<file path="src/rtl/mac_io_sequencer.sv">
// Pin-level serial sequencer for the 8x8 MAC datapath: shifts operands in, launches the MAC, drains the result.
// Define MACSEQ_PARITY_EN to append an even-parity bit after the carry in the output frame.
module mac_io_sequencer #(
    parameter int OP_W    = 8,
    parameter int RES_W   = 20,
    parameter int TIMEOUT = 64
) (
    input  logic             clock,
    input  logic             reset,
    input  logic             start_i,
    input  logic             ser_a_i,
    input  logic             ser_b_i,
    output logic [OP_W-1:0]  mac_a_o,
    output logic [OP_W-1:0]  mac_b_o,
    output logic             mac_load_o,
    output logic             mac_begin_o,
    input  logic             mac_done_i,
    input  logic [RES_W-1:0] mac_res_i,
    input  logic             mac_carry_i,
    output logic             ser_out_o,
    output logic             ser_valid_o,
    output logic             busy_o,
    output logic             finish_o,
    output logic             err_o
);

`ifdef MACSEQ_PARITY_EN
    localparam int FRAME = RES_W + 2;
`else
    localparam int FRAME = RES_W + 1;
`endif
    localparam int CW = $clog2(RES_W + 2);
    localparam int TW = $clog2(TIMEOUT);
    localparam int SW = OP_W - 1;
    localparam logic [CW-1:0] SHIFT_LAST = CW'(OP_W - 1);
    localparam logic [CW-1:0] DRAIN_LAST = CW'(FRAME - 1);
    // Abort on the edge where the counter would step onto TIMEOUT-1.
    localparam logic [TW-1:0] RUN_LAST   = TW'(TIMEOUT - 2);

    typedef enum logic [2:0] {IDLE, SHIFT, LOAD, LAUNCH, RUN, DRAIN, DONE} state_t;

    state_t           state;
    logic             start_q;
    logic             start_edge;
    logic [SW-1:0]    sh_a, sh_b;
    logic [FRAME-2:0] out_sh;
    logic [FRAME-1:0] frame_in;
    logic [CW-1:0]    bit_cnt;
    logic [TW-1:0]    run_cnt;

    assign start_edge = start_i & ~start_q;

    always_comb begin
`ifdef MACSEQ_PARITY_EN
        frame_in = {^{mac_carry_i, mac_res_i}, mac_carry_i, mac_res_i};
`else
        frame_in = {mac_carry_i, mac_res_i};
`endif
    end

    always_ff @(posedge clock or posedge reset) begin
        if (reset) begin
            state       <= IDLE;
            start_q     <= 1'b0;
            sh_a        <= '0;
            sh_b        <= '0;
            out_sh      <= '0;
            bit_cnt     <= '0;
            run_cnt     <= '0;
            mac_a_o     <= '0;
            mac_b_o     <= '0;
            mac_load_o  <= 1'b0;
            mac_begin_o <= 1'b0;
            ser_out_o   <= 1'b0;
            ser_valid_o <= 1'b0;
            busy_o      <= 1'b0;
            finish_o    <= 1'b0;
            err_o       <= 1'b0;
        end else begin
            start_q     <= start_i;
            mac_load_o  <= 1'b0;
            mac_begin_o <= 1'b0;
            finish_o    <= 1'b0;
            err_o       <= 1'b0;
            case (state)
                IDLE: if (start_edge) begin
                    state   <= SHIFT;
                    busy_o  <= 1'b1;
                    bit_cnt <= '0;
                end
                SHIFT: begin
                    sh_a    <= SW'({sh_a, ser_a_i});
                    sh_b    <= SW'({sh_b, ser_b_i});
                    bit_cnt <= bit_cnt + 1'b1;
                    if (bit_cnt == SHIFT_LAST) begin
                        // The final bit goes straight to the operand register.
                        state      <= LOAD;
                        bit_cnt    <= '0;
                        mac_a_o    <= {sh_a, ser_a_i};
                        mac_b_o    <= {sh_b, ser_b_i};
                        mac_load_o <= 1'b1;
                    end
                end
                LOAD: begin
                    state       <= LAUNCH;
                    bit_cnt     <= '0;
                    mac_begin_o <= 1'b1;
                end
                LAUNCH: begin
                    state   <= RUN;
                    bit_cnt <= '0;
                    run_cnt <= '0;
                end
                RUN: begin
                    if (mac_done_i) begin
                        state       <= DRAIN;
                        bit_cnt     <= '0;
                        out_sh      <= frame_in[FRAME-1:1];
                        ser_out_o   <= frame_in[0];
                        ser_valid_o <= 1'b1;
                    end else if (run_cnt == RUN_LAST) begin
                        state   <= IDLE;
                        bit_cnt <= '0;
                        busy_o  <= 1'b0;
                        err_o   <= 1'b1;
                    end else begin
                        run_cnt <= run_cnt + 1'b1;
                    end
                end
                DRAIN: begin
                    if (bit_cnt == DRAIN_LAST) begin
                        state       <= DONE;
                        bit_cnt     <= '0;
                        ser_out_o   <= 1'b0;
                        ser_valid_o <= 1'b0;
                        finish_o    <= 1'b1;
                    end else begin
                        bit_cnt   <= bit_cnt + 1'b1;
                        ser_out_o <= out_sh[0];
                        out_sh    <= out_sh >> 1;
                    end
                end
                DONE: begin
                    state   <= IDLE;
                    bit_cnt <= '0;
                    busy_o  <= 1'b0;
                end
                default: state <= IDLE;
            endcase
        end
    end

endmodule

</file>
<file path="config.mk">
export PLATFORM = sky130hd
export DESIGN_NAME = mac_io_sequencer
export DESIGN_NICKNAME = d
export VERILOG_FILES = /design/src/rtl/mac_io_sequencer.sv
export SDC_FILE = /design/constraint.sdc
export NUM_CORES = 1
export LEC_CHECK = 0
export CORE_ASPECT_RATIO = 0.8
export CORE_MARGIN = 2
export CORE_UTILIZATION = 40
export DETAILED_ROUTE_END_ITERATION = 8
export HOLD_SLACK_MARGIN = 0.06
export SLEW_MARGIN = 15
export SYNTH_ARGS = -nofsm -noshare
export SYNTH_HDL_FRONTEND = slang
export SYNTH_SLANG_ARGS = --single-unit
</file>
<file path="constraint.sdc">
create_clock -name clock -period 5.8 [get_ports clock]
set_clock_uncertainty 0.05 [all_clocks]
set_input_delay 0.87 -clock clock [delete_from_list [all_inputs] [get_ports clock]]
set_output_delay 0.87 -clock clock [all_outputs]
set_load 0.1 [all_outputs]
</file>
**Word-level counts from Yosys, hierarchy flattened**

Cells that the tools add are included.

- Bits in registers: 72
- Input bits: 27
- Output and inout port bits: 23

- $add $sub $neg: 2
- Equality and inequality tests: 18
- Multiplexer cells: 36
- Bitwise operators: 2
- Reduce and logical (&&, ||, !) cells: 14

Operators by type and width:

| operator | number |
|---|---|
| 2-to-1 mux 20 bit | 2 |
| case mux 20 bit (2 select lines) | 1 |
| 2-to-1 mux 5 bit | 5 |
| case mux 5 bit (5 select lines) | 1 |
| case mux 3 bit (6 select lines) | 1 |
| != test 2 bit (second input constant) | 8 |
| 2-to-1 mux 1 bit | 15 |
| 2-to-1 mux 3 bit | 5 |
| 2-to-1 mux 6 bit | 2 |
| case mux 6 bit (2 select lines) | 1 |
| AND reduction 3 bit | 4 |
| == test 3 bit (second input constant) | 3 |
| AND reduction 4 bit | 2 |
| adder 6 x 1 -> 6 bit (second input constant) | 1 |
| == test 3 x 2 -> 1 bit (second input constant) | 2 |
| == test 6 bit (second input constant) | 1 |
| adder 5 x 1 -> 5 bit (second input constant) | 1 |
| == test 5 x 3 -> 1 bit (second input constant) | 1 |
| == test 5 bit (second input constant) | 1 |
| nonzero test 5 bit | 1 |
| case mux 1 bit (2 select lines) | 2 |
| AND reduction 2 bit | 2 |
| nonzero test 2 bit | 2 |
| == test 3 x 1 -> 1 bit (second input constant) | 1 |
| 7 further kinds | 7 |

**Depth between registers and ports, before layout**

Gate-level depths: netlist of the first run.

- Depth in word-level cells: 4
- Gate-level depth with buffers: 7
- Mapped depth without buffers: 6

**Least setup slack after synthesis of the first run**

Ideal clock, no wire load.

- Path kind: input-to-reg
- Start point: input port mac_done_i
- End point: register run_cnt[5]
- Library setup time: 0.077 ns
- Arrival time: 1.778 ns
- Slack: 3.895 ns
- Cell stages on the path: 4
- Cells stage by stage: clkbuf_1 -> nand4b_1 -> or4_1 -> a21oi_1

- Longest elaborated chain between the ends: 2

Ends and longest elaborated chain:

| item | RTL line | source |
|---|---|---|
| start: declaration | 17 | `input logic mac_done_i,` |
| != test 2 bit (no line) | -- |  |
| AND reduction 3 bit (no line) | -- |  |
| end signal: assignment | 127 | `run_cnt <= run_cnt + 1'b1;` |
| end: declaration | 49 | `logic [TW-1:0] run_cnt;` |

No other way between the ends.
A chain may end at the register's enable or synchronous reset.

**Final worst setup path of the first run**

- Start point: register busy_o
- End point: output port busy_o

RTL lines:

| item | RTL line | source |
|---|---|---|
| start: declaration | 22 | `output logic busy_o,` |
| start signal: assignment | 76 | `busy_o <= 1'b0;` |
| start signal: assignment | 88 | `busy_o <= 1'b1;` |
| start signal: assignment | 124 | `busy_o <= 1'b0;` |

No word-level cell between the ends.

==> results.md, run 1 <==
* Post-synthesis sequential area ratio at 0.560
* Maximum VDD drop at 0.216 mV
* Post-route cell area at between 4000 and 5000 um^2
* Max Fanout on Critical Path at 3
* Worst-Margin Slew at 1.15 ns
* R2R Setup Slk at 3.45 ns
* Unrepaired setup endpoints after global routing: no
* Cell Area, Placed at 3790 um^2
* Crit Path Category: register to primary output
* Critical Path RT at 4.88 ns
* Post-cts repair resize count at 0
* Placed Cells at 415
* Die span in x at 104 um
* HPWL Detailed at 3.87 mm
* Final Hold Viols at 0
* Placement row count at 29
* Clock sink count at 72
* Main area contributors after synthesis: dfrtp_1 56%, mux2_1 8.0%, mux2i_1 6.5%
* Non-filler instance count after layout at 431
* Pre-Repair DR Iteration Count at 4
* Clk slew on worst S/H paths at 0.07 ns
* Die area at 8790 um^2
* Share of the synthesized area in the top cell type at 0.560
* Starting DRT DRC Count at 88
* Largest family of logic cells by synthesized area: multiplexers
* Max-Slew Margin vs Limit at 0.235
* # Post-CTS Setup Buffers at 0
* Synthesis-to-finish area growth at 25.0%
* GP Congestion at 0.806
* RR Startpoint: state[0]
* Syn Nets at 301
* Final setup fails at 0
* Hold_buf cts at 0
* Worst path max stage delay at 1.14 ns
* Synth Area in Compound Gates at 0.0983
* H-tree depth at 3
* Post-synthesis cell count at 270
* Worst Path Arrival at ~1.9 ns
* Power density over the cells at around 470 nW/um^2
* Vias in the first global route at 2107
* CP Buf/Inv Count at 1
* P_leak at 1.87 nW
* CTS Buffer Depth at 2
* Pin count of the biggest net entering global routing at 43
* Ys Warns at 0
* Nets at 349
* # diodes at 0
* DRT antenna net count at 0
* Routed wire length at 5.77 mm
* Fin. max-slew vios at 0
* Post-synthesis mux area share at 0.174
* HP Class: register to register
* Root Driver: clkbuf_8
* FMAX at 361 MHz
* Layout cell share with drive strength beyond 1 at 0.0898
* Grt ovf at 0
* Reg2Reg Depth at 4
* Tmin final at 2.77 ns
* CP startpoint kind: register
* Hold path depth at 1
* Hold path startpoint: sh_b[6]
* First-pass GRT wire length at 10.1 mm
* CTS tree: yes
* Port Buffer Count at 49
* CP delay by family, top: buffers and inverters
* Syn Area/Cell at 11.9 um^2
* Area leader, netlist: dfrtp_1
* Worst path slowest cell: clkdlybuf4s50_1
* IO Pins at 50
* DR WL/cell at 13.4 um
* Setup tns final at 0 ns
* Post-Synthesis Cell Area at 3220 um^2
* Seq cells post-synth at 72
* Post-Synth Adder-Cell Area at 0.0155
* Cells along the critical path: clkdlybuf4s50_1
* Die Span Y at about 84 um
* Worst Hold End: mac_b_o[7]
* Core area at 7870 um^2
* Gr usage total at 0.145
* Synth Area in XOR/XNOR at 0.0163
* DR vias at around 2100
* Clock latency on the worst-skew pair at 0.33 ns
* Beginning of the critical path: busy_o
* Total of max-cap violations at 0
* Starting Density at 0.409
* Worst R2R End: mac_b_o[6]
* Netlist cell types at between 40 and 50
* Vias/cell at 4.81
* Tcrit/Tclk final at 0.477
* Post-Synth Simple-Gate Area at 0.102
* TritonCTS Buffers at 9
* Residual DRC at 0
* Worst Setup End Kind: primary output
* Status: finished, final reports clean
* Initial antenna violation count at 0
## layout by cell type, fill, tap and decap left out, types with 2 or more instances in the layout
cell type,count
dfrtp_1,72
clkbuf_1,2
mux2_1,23
nand3_1,4
a21o_1,2
inv_1,7
nand4b_1,2
a211oi_1,2
and2_1,3
a21oi_1,27
nor2_1,29
xnor2_1,5
o2bb2ai_1,2
mux2_2,8
buf_4,2
o21ai_1,2
clkbuf_8,12
clkdlybuf4s50_1,49
ha_1,4
a22o_1,3
bufinv_16,2
mux2i_1,21
nand2b_1,5
o21ai_0,3
nand2_1,10
## final cells by class
| type | instances | area, um^2 |
|---|---|---|
| clock buffers | 14 | 173 |
| repair buffers | 51 | 505 |
| multi-input cells | 176 | 1320 |
| flip-flops and latches | 72 | 1800 |
| well taps | 108 | 135 |
| clock inverters | 2 | 60.1 |
| inverters | 8 | 30.0 |
| fillers | 707 | 3850 |
## worst max path at each step
stage                  endpoint  cells past startpoint
floorplan            bit_cnt[0]                      1
global placement     out_sh[12]                      6
detailed placement    out_sh[5]                      6
CTS                 ser_valid_o                      1
global route             busy_o                      1
finish                   busy_o                      1
## report_power, final
| part | total (mW) | internal [mW] | switching [mW] |
|---|---|---|---|
| combinational | 0.647 | 0.270 | 0.376 |
| sequential | 0.782 | 0.662 | 0.120 |
| clock | 0.449 | 0.278 | 0.171 |
| total | 1.88 | 1.21 | 0.667 |
## registers in the layout, indices dropped and copies added (netlist names), 3 cells and up
signal	count
bit_cnt	5
mac_a_o	8
out_sh	20
sh_b	7
sh_a	7
run_cnt	6
mac_b_o	8
state	3
## logic make-up after synthesis
| logic type | after synthesis |
|---|---|
| adders and majority gates | 4 |
| xor gates and xnor gates | 6 |
| muxes | 52 |
| buffers and inverters | 22 |
| and+or+nand+nor | 65 |
| AOI/OAI and AO/OA | 49 |
| DFF | 72 |
## worst register-to-register path: stages, from the launching register on
cell and delay [ns]:
dfrtp_1 0.55, and2b_1 0.27, and2_1 0.67, nand2_4 0.30, mux2_1 0.40
## layer usage
| metal | routed length [um] | vias to the layer above | track usage |
|---|---|---|---|
| met5 | 0 | - | 0 |
| met4 | 35 | 0 | 0.0442 |
| met3 | 294 | 2 | 0.0637 |
| met2 | 2540 | 37 | 0.218 |
| met1 | 2910 | 990 | 0.191 |
| li1 | - | 1043 | - |
## through the flow
step	setup slack (ns)	hold slack, ns	util	total power [mW]
6_report	3.03	0.435	0.511	1.88
5_1_grt	2.95	0.452	0.511	2.02
4_1_cts	3.01	0.440	0.511	1.90
3_5_place_dp	3.22	0.424	0.482	1.44
3_3_place_gp	3.28	0.425	0.482	1.42
2_1_floorplan	3.06	0.404	-	1.30
## synth_stat cells
cell type  number
a211oi_1        3
nor3_1          1
ha_1            4
a21o_1          2
mux2i_1        21
a22o_1          3
buf_4           3
mux2_1         23
nand2_4         1
a21oi_1        27
nor2_1         29
o22ai_1         1
nand2_1        10
o21ai_1         2
o21ai_0         3
buf_6           1
nor3b_1         1
nand4b_1        2
or3b_1          1
buf_2           7
clkbuf_1        3
a22oi_1         1
dfrtp_1        72
and4_1          1
nor2b_1         1
and2b_1         1
or2_1           1
or4_1           1
mux2_2          8
o22a_1          1
and2_1          3
o221ai_1        1
and4b_1         1
o2bb2ai_1       2
nand2b_1        5
xnor2_1         5
and3_1          1
inv_1           8
o41ai_1         1
xor2_1          1
nor3_2          1
nand3_1         4
o31ai_1         1
a2111oi_4       1
Power figures use the tool's default switching activity.
==> run 2: changes to the inputs <==
clock period = 2.8 ns   (was 5.8 ns; I/O delays follow)
==> run 2 against run 1 <==
Effect of this change: sequential share of layout area rose by 0.51 points; non-clock buffer count is 3 higher; sequential power is 110% higher; critical path depth grew 3; via count rose by 1.4%; clock-buffer cell count decreased by 4; register-to-register slack worse by 2.7 ns; final cell count up 0.70%; worst setup slack worse by 2.3 ns; critical path type is now register to register.
==> results.md, run 2 (synthesis gave the netlist of run 1 again) <==
* # diodes at 0 (unchanged)
* Clock sink count at 72 (unchanged)
* Total of max-cap violations at 0 (unchanged)
* Final Worst Setup Slack at 0.761 ns (-2.27 ns)
* Routed wire length at 5.73 mm (-0.80%)
* Residual DRC at 0 (unchanged)
* Fillers at 735 (+4.0%)
* CTS Buffer Depth at 2 (unchanged)
* Root Driver: clkbuf_8
* Starting DRT DRC Count at 72 (-18%)
* GP Congestion at 0.761 (-5.5%)
* Unrepaired setup endpoints after global routing: no
* Worst path slowest cell: dfrtp_1
* Tmin final at 2.04 ns
* Synthesis-to-finish area growth at 23.6%
* Leading cell type in the layout, fill and taps excluded: dfrtp_1
* Critical Path RT at 2.98 ns (-1.90 ns)
* First-pass GRT wire length at 10.0 mm (-1.0%)
* Worst Setup End Kind: register
* Max Fanout on Critical Path at 17 (+14)
* Dpl ws at 0.659 ns (-2.56 ns)
* Vias in the first global route at 2077 (-1.4%)
* FMAX at roughly 490 MHz
* CP Buf/Inv Count at 0 (-1)
* HPWL Detailed at 3.96 mm (+2.5%)
* DR WL/cell at 13.2 um (-1.5%)
* Clock latency on the worst-skew pair at 0.34 ns (about the same)
* Final Hold Viols at 0 (unchanged)
* P_leak at 1.92 nW (+2.4%)
* Max-Slew Margin vs Limit at 0.541 (+0.307)
* Die Span Y at 84.2 um (unchanged)
* Core area at 7870 um^2 (unchanged)
* Area of the multi-input gates at 1320 um^2 (unchanged)
* Nets at 352 (+0.86%)
* Most frequent cells in the layout: 72 x dfrtp_1, 29 x nor2_1, 27 x a21oi_1, 27 x buf_4, 26 x clkdlybuf4s50_1
* TritonCTS Buffers at 9 (unchanged)
* Maximum VDD drop at 0.411 mV (+90%)
* Layout cell share with drive strength beyond 1 at 0.175 (+0.0851)
* CP startpoint kind: register
* Initial antenna violation count at 0 (unchanged)
* Power density over the cells at 960 nW/um^2 (+110%)
* IO Pins at 50 (unchanged)
* Top reg by flops: out_sh
* Post-route cell area at 3980 um^2 (-1.1%)
* Port Buffer Count at 49 (unchanged)
* Cell Area, Placed at 3770 um^2 (-0.59%)
* DRT antenna net count at 0 (unchanged)
* Grt ovf at 0 (unchanged)
* Placed Cells at 418 (+0.72%)
* Gr usage total at 0.143 (-0.00208)
* CP delay by family, top: simple AND/OR/NAND/NOR gates
* Worst path max stage delay at 0.56 ns (-0.58 ns)
* DR vias at 2102 (+1.4%)
* Non-filler instance count after layout at 434 (+0.70%)
* Die area at 8790 um^2 (unchanged)
* Starting Density at 0.409 (unchanged)
* Post-cts repair resize count at 0 (unchanged)
* Pre-Repair DR Iteration Count at 4 (unchanged)
* Placement row count at 29 (unchanged)
* Worst Path Arrival at 2.22 ns (+0.37 ns)
* Status: finished, final reports clean
* CTS tree: yes
* Tcrit/Tclk final at 0.728
* Cells along the critical path: and2b_1 > and2_1 > nand2_4 > mux2_1
* Setup tns final at 0 ns (unchanged)
* Crit Path Category: register to register
* Pin count of the biggest net entering global routing at 40 (-7.0%)
* Hold_buf cts at 0 (unchanged)
* Register Area at 1800 um^2 (unchanged)
* Die span in x at 104 um (unchanged)
* Max FFs per register at 20 (unchanged)
* HP Class: input port to asynchronous set/reset pin
* Fin. max-slew vios at 0 (unchanged)
* Clk slew on worst S/H paths at 0.09 ns (+0.02 ns)
* # Post-CTS Setup Buffers at 0 (unchanged)
* H-tree depth at 3 (unchanged)
* Vias/cell at 4.84 (+0.75%)
* Final setup fails at 0 (unchanged)
* Top Registers: out_sh: 20 flops, mac_a_o: 8 flops, mac_b_o: 8 flops
* Worst-Margin Slew at 0.687 ns (-0.458 ns)
[run 2: area by class of cell]
class                      instances  area share
sequential                        72       0.453
inverter                           8     0.00754
tap                              108      0.0340
clock inverter                     6      0.0182
multi-input combinational        176       0.332
clock buffer                      10      0.0346
timing repair buffer              54       0.121
[run 2: final timing paths]
path	from	endpoint	slack [ns]	cells past startpoint
max	state[0]	mac_a_o[7]	0.76	4
min	reset	mac_b_o[0]	0.44	2
max reg2reg	state[0]	mac_a_o[7]	0.76	4
min reg2reg	sh_b[6]	mac_b_o[7]	0.44	1
max in group asynchronous	reset	run_cnt[5]	1.64	3
min in group clock	sh_b[6]	mac_b_o[7]	0.44	1
[run 2: stage by stage]
stage	hold WS (ns)	util	power (mW)
after floorplan	0.401	-	2.70
after global placement	0.427	0.479	2.96
after detailed placement	0.419	0.479	3.00
after CTS	0.448	0.505	3.87
after global routing	0.469	0.505	4.11
final	0.440	0.505	3.82
[run 2: metal layers]
| metal | part of all wire | routed length [um] | global-route usage |
|---|---|---|---|
| met5 | 0 | 0 | 0 |
| met4 | 0.013 | 72 | 0.0455 |
| met3 | 0.053 | 306 | 0.0575 |
| met2 | 0.43 | 2460 | 0.204 |
| met1 | 0.50 | 2890 | 0.200 |
[run 2: power by group]
group          internal (mW)  total (mW)  leakage, nW  switching, mW
Sequential              1.37        1.62        0.894          0.248
Combinational          0.560        1.34        0.918          0.783
Clock                  0.448       0.859        0.104          0.411
